File: config.mk
export PLATFORM = sky130hd
export DESIGN_NAME = xor_unit_arbiter
export DESIGN_NICKNAME = d
export VERILOG_FILES = /design/src/rtl/xor_unit_arbiter.sv
export SDC_FILE = /design/constraint.sdc
export NUM_CORES = 1
export LEC_CHECK = 0
export ABC_CLOCK_PERIOD_IN_PS = 1950
export CORE_ASPECT_RATIO = 0.7
export CORE_MARGIN = 4
export CORE_UTILIZATION = 38
export CTS_CLUSTER_DIAMETER = 150
export DETAILED_ROUTE_END_ITERATION = 10
export PLACE_DENSITY = 0.76
export SYNTH_ARGS = -nofsm -noshare
export SYNTH_HDL_FRONTEND = slang
export SYNTH_SLANG_ARGS = --single-unit
File: constraint.sdc
create_clock -name clk -period 1.95 [get_ports clk]
set_clock_uncertainty 0.2 [all_clocks]
set_input_delay 0.195 -clock clk [delete_from_list [all_inputs] [get_ports clk]]
set_output_delay 0.195 -clock clk [all_outputs]
set_load 0.03 [all_outputs]
File: src/rtl/xor_unit_arbiter.sv
// xor_unit_arbiter: round-robin share of one 8-bit XOR unit among four requesters; ARB_FIXED_PRIORITY_EN selects fixed priority
module xor_unit_arbiter #(
  parameter int EXEC_CYCLES = 1
) (
  input  logic        clk,
  input  logic        rst,
  input  logic [3:0]  req,
  input  logic [31:0] opA,
  input  logic [31:0] opB,
  output logic [3:0]  grant,
  output logic [3:0]  ack,
  output logic [1:0]  muxSel,
  output logic        xorEn,
  output logic [7:0]  dOut,
  output logic        busy
);
  typedef enum logic [1:0] {IDLE, LOAD, EXEC, DONE} state_t;
  localparam logic [3:0] LAST = 4'(EXEC_CYCLES - 1);
  state_t state, state_n;
  logic [7:0] reg_a, reg_b;
  logic [3:0] cnt;
  logic [1:0] win, base;
  logic hold;
  assign hold = req[muxSel];
`ifdef ARB_FIXED_PRIORITY_EN
  assign base = 2'd0;
`else
  logic [1:0] ptr;
  assign base = ptr;
  always_ff @(posedge clk)
    if (rst) ptr <= 2'd0;
    else if (state == DONE || ((state == LOAD || state == EXEC) && !hold)) ptr <= muxSel + 2'd1;
`endif
  always_comb begin
    win = base;
    for (int i = 3; i >= 0; i--)
      if (req[base + 2'(i)]) win = base + 2'(i);
  end
  always_comb begin
    state_n = state;
    case (state)
      IDLE: state_n = |req ? LOAD : IDLE;
      LOAD: state_n = hold ? EXEC : IDLE;
      EXEC: state_n = !hold ? IDLE : (cnt == LAST) ? DONE : EXEC;
      DONE: state_n = IDLE;
      default: state_n = IDLE;
    endcase
  end
  always_ff @(posedge clk)
    if (rst) begin
      state  <= IDLE;
      grant  <= 4'd0;
      muxSel <= 2'd0;
      reg_a  <= 8'd0;
      reg_b  <= 8'd0;
      cnt    <= 4'd0;
      dOut   <= 8'd0;
    end else begin
      state <= state_n;
      if (state == IDLE && |req) begin
        grant  <= 4'b0001 << win;
        muxSel <= win;
      end else if (state_n == IDLE) grant <= 4'd0;
      if (state == LOAD) begin
        reg_a <= opA[{muxSel, 3'b000} +: 8];
        reg_b <= opB[{muxSel, 3'b000} +: 8];
        cnt   <= 4'd0;
      end
      if (state == EXEC) cnt <= cnt + 4'd1;
      if (state == EXEC && state_n == DONE) dOut <= reg_a ^ reg_b;
    end
  assign xorEn = state == EXEC;
  assign busy  = state != IDLE;
  assign ack   = state == DONE ? grant : 4'd0;
endmodule

Word-level counts from Yosys, hierarchy flattened
Cells that the tools add are included.
Word-level totals
  flip-flop bits (word level): 38
  output and inout bits: 20
  word-level logic and storage cells: 63
Operators by class
  $add $sub $neg: 5
  order comparisons: 5
  eq/ne operators: 4
  shift-type cells: 3
  mux-type cells: 24
  bitwise gates (word level): 1
  reduce and logical (&&, ||, !) cells: 13
Operators with widths (number)
  $shiftx A32 B6 Y8: 2
  $mux W4: 5
  $lt A2 B3 Y1 const B: 5
  $mux W2: 6
  $bmux W1 S2: 5
  $pmux W2 S4: 1
  $xor A8 B8 Y8: 1
  $mux W1: 7
  $eq A2 B2 Y1 const B: 3
  $reduce_bool A2 Y1: 3
  $add A2 B1 Y2 const B: 2
  $add A2 B2 Y2 const B: 2
  $add A4 B1 Y4 const B: 1
  $logic_not A2 Y1: 2
  $logic_not A4 Y1: 1
  $reduce_or A4 Y1: 1
  $shl A1 B2 Y4 const A: 1
  $logic_and A1 B1 Y1: 3
  $eq A2 B1 Y1 const B: 1
  $logic_or A1 B1 Y1: 2
  $logic_not A1 Y1: 1

Logic depth before layout (Yosys ltp)
  depth in word-level cells: 9
  depth in mapped cells: 8
  gate-level depth less buffers: 7

Worst setup path after synthesis
OpenSTA, ideal clock, no wires.
  kind: reg2reg
  start: reg muxSel[0]
  end: reg reg_a[0]
  library setup time: 128 ps
  arrival time: 1807 ps
  path slack: -184 ps
  cell stages (with the launch flop): 6
  buffers on the path: 2
  cell sequence: dfxtp_1 > buf_2 > buf_2 > mux4_2 > mux2i_1 > nor2_1
On the way
  cells in the longest elaborated chain, start to end: 1
RTL lines
  from (decl): RTL line 12  | output logic [1:0] muxSel,
  from (signal assigned): RTL line 62  | muxSel <= win;
  $shiftx A32 B6 Y8: RTL line 65  | reg_a <= opA[{muxSel, 3'b000} +: 8];
  to (signal assigned): RTL line 65
  to (decl): RTL line 20  | logic [7:0] reg_a, reg_b;
Every way passes these cells.
A chain may end at the register's enable or synchronous reset.

Final worst setup path
  start: reg state[0]
  end: out ack[3]
On the way
  cells in the longest elaborated chain, start to end: 2
RTL lines
  from (decl): RTL line 19  | state_t state, state_n;
  from (signal assigned): RTL line 59  | state <= state_n;
  $eq A2 B2 Y1: RTL line 74  | assign ack = state == DONE ? grant : 4'd0;
  $mux W4: RTL line 74
  to (decl): RTL line 11  | output logic [3:0] ack,
Every way passes these cells.

==> results.toml <==
[run_status]
status = "finished, final reports clean"

[logic_synthesis]
syn_area_per_cell_um2 = 10.5
yosysWarningCount = 0
synth_cell_types = 33
netlist_area_um2 = 2110
ys_seq_area_share_pct = 36.1
syn_nets = 277
synth_edf_count = 0
synth_flop_cell = "dfxtp_1"
ys_async_sr_fraction_pct = 0
syn_inst = 201
ys_ff_latch = 38

[route]
drcViolationCount = 0
drtIter0Drc = 57
vias = 1794
routed_via_density = 4.81
wl_um = 5220
wl_per_cell_um = 14.0
ant_nets = 0
dr.pass1.iters = 4

[clocking]
insertion_delay_ns = 0.29
cts_made_buffers = 5
clockBufferDepth = 2
ctsHoldBuffers = 0
cts_tree = "built"
cts_sinks = 38
path_clk_slew_ns = 0.08
cts_root_buf = "clkbuf_8"
htreeDepth = 2

[placement]
dpl-instance-area_um2 = 3160
dp_slack_ns = -0.161
dp_hpwl_um = 4150
gp_congestion = 0.744
port_buffers = 89

[worst_setup_path]
criticalPathCategory = "reg -> out"
worstPathArrival_ns = 1.45
cp.required_ns = 1.55
critPathCaptureType = "primary output"
crit_path_max_fanout = 5
cp-start-kind = "flop"

[grt]
antenna_found_initial = 0
grt_pass1_vias = 1901
grt.overflow.total = 0
grt_start_max_net_pins = 39
grt.total_usage_pct = 15.9
grt_pass1_wl_um = 8710

[pwr]
ir_drop_mv = 0.385
p_leak_nw = 1.38
power_mw = 2.17
powerDensity_nw_per_um2 = 660

[die]
num_rows = 22
ios = 90
die_height_um = 70.3
core_um2 = 5310
die_w_um = 97.0
initial_utilization_pct = 39.6
die-area_um2 = 6820

[hold_path]
hold_class = "reg -> reg"

[timing]
finalHoldViolCount = 0
rsz0062_at_grt = "no"
tns_ns = 0
relSlewSlack_pct = 71.1
period_share_pct = 94.7
period_needed_ns = 1.85
drv_slew = 0
worst_pin_slew_ns = 0.428
max_freq_mhz = 541
fin_ws_ns = 0.103
final-setup-viol-count = 0

[final_layout]
areaGrowthSynthToFinish_pct = 55.9
drive_above_1_share_pct = 14.0
num-nets-final = 376
n_fill_cell = 432
final_cell_area_um2 = 3280
antennaDiodeCount = 0

[job]
drv_cap = 0
[cell type report]
class                   instances  area (um^2)  share of cell area (%)
clock buffers                   6         93.8                    2.86
clock inverters                 2         38.8                    1.18
inverters                       9         33.8                    1.03
multi-input cells             143         1250                    38.1
flip-flops and latches         38          766                    23.3
well taps                      72         90.1                    2.74
repair buffers                103         1010                    30.8
[cells by family (layout without fill, tap and decap cells)]
family          after synthesis  after routing  share of synthesized area (%)
flops                        38             38                           36.1
xor+xnor                      9              9                           3.74
fa+ha+maj                     6              6                           3.56
buf+inv                      20            120                           4.46
mux                          44             44                           32.0
simple gates                 64             64                           14.3
compound gates               20             20                           5.88
[routing by layer]
| metal | vias up | global-route usage (%) | routed length, um |
|---|---|---|---|
| met5 | - | 0 | 0 |
| li1 | 913 | - | - |
| met4 | 0 | 5.14 | 70 |
| met2 | 54 | 25.3 | 2380 |
| met1 | 819 | 19.9 | 2340 |
| met3 | 8 | 5.99 | 427 |
[report_power, final]
| part | total, mW | internal [mW] | switching, mW |
|---|---|---|---|
| Clock | 0.749 | 0.461 | 0.288 |
| Combinational | 0.554 | 0.338 | 0.216 |
| Sequential | 0.864 | 0.826 | 0.0380 |
| Total | 2.17 | 1.62 | 0.542 |
[repair_timing]
item                       4_1_cts  5_1_grt
setup endpoints to repair        7        0
resized for setup                7        0
buffers inserted                 0        0
[cell usage in the layout, fill, tap and decap left out, types with 3 or more instances in the layout]
master,Yosys,layout
mux4_1,5,5
mux4_2,12,12
ha_1,6,6
o21ai_0,3,3
buf_4,0,13
inv_1,9,9
nand2_1,8,8
and2_1,4,4
xor2_1,9,9
clkdlybuf4s50_1,0,81
mux2i_1,26,26
clkbuf_8,0,5
nor2b_1,4,4
nor2_1,35,35
dfxtp_1,38,36
a21oi_1,10,10
dlygate4sd2_1,0,7
[state kept, by name, indices dropped and copies added (netlist names)]
register	cells
cnt	4
reg_a	8
grant	4
state	2
reg_b	8
base	2
dOut	8
muxSel	2
[synth_stat cells (4+ instances only)]
master    count  area [um^2]
a21oi_1      10         50.1
and2_1        4         25.0
clkbuf_1      5         18.8
dfxtp_1      38          761
ha_1          6         75.1
inv_1         9         33.8
mux2i_1      26          260
mux4_1        5          131
mux4_2       12          270
nand2_1       8         30.0
nor2_1       35          131
nor2b_1       4         25.0
xor2_1        9         78.8
[per-stage QoR]
step | hold WS (ns) | utilization [%] | std cells
after detailed placement | 0.264 | 59.5 | 365
after global routing | 0.298 | 61.8 | 373
final | 0.270 | 61.8 | 373
after CTS | 0.275 | 61.8 | 373
after floorplan | 0.215 | - | 201
after global placement | 0.253 | 59.5 | 365
[worst paths after layout]
check                           slack, ns      start  cells past startpoint  endpoint
worst max-delay path                 0.10   state[0]                      3    ack[3]
worst min register to register       0.27   grant[2]                      2  grant[2]
worst min-delay path                 0.27   grant[2]                      2  grant[2]
worst max register to register       0.12  muxSel[1]                      6   dOut[4]
[worst max-delay path: stages, from the launching register on]
cell and delay (ns):
dfxtp_1 0.36, ha_1 0.25, and2_1 0.15, dlygate4sd2_1 0.40
(Power assumes the default switching activity.)
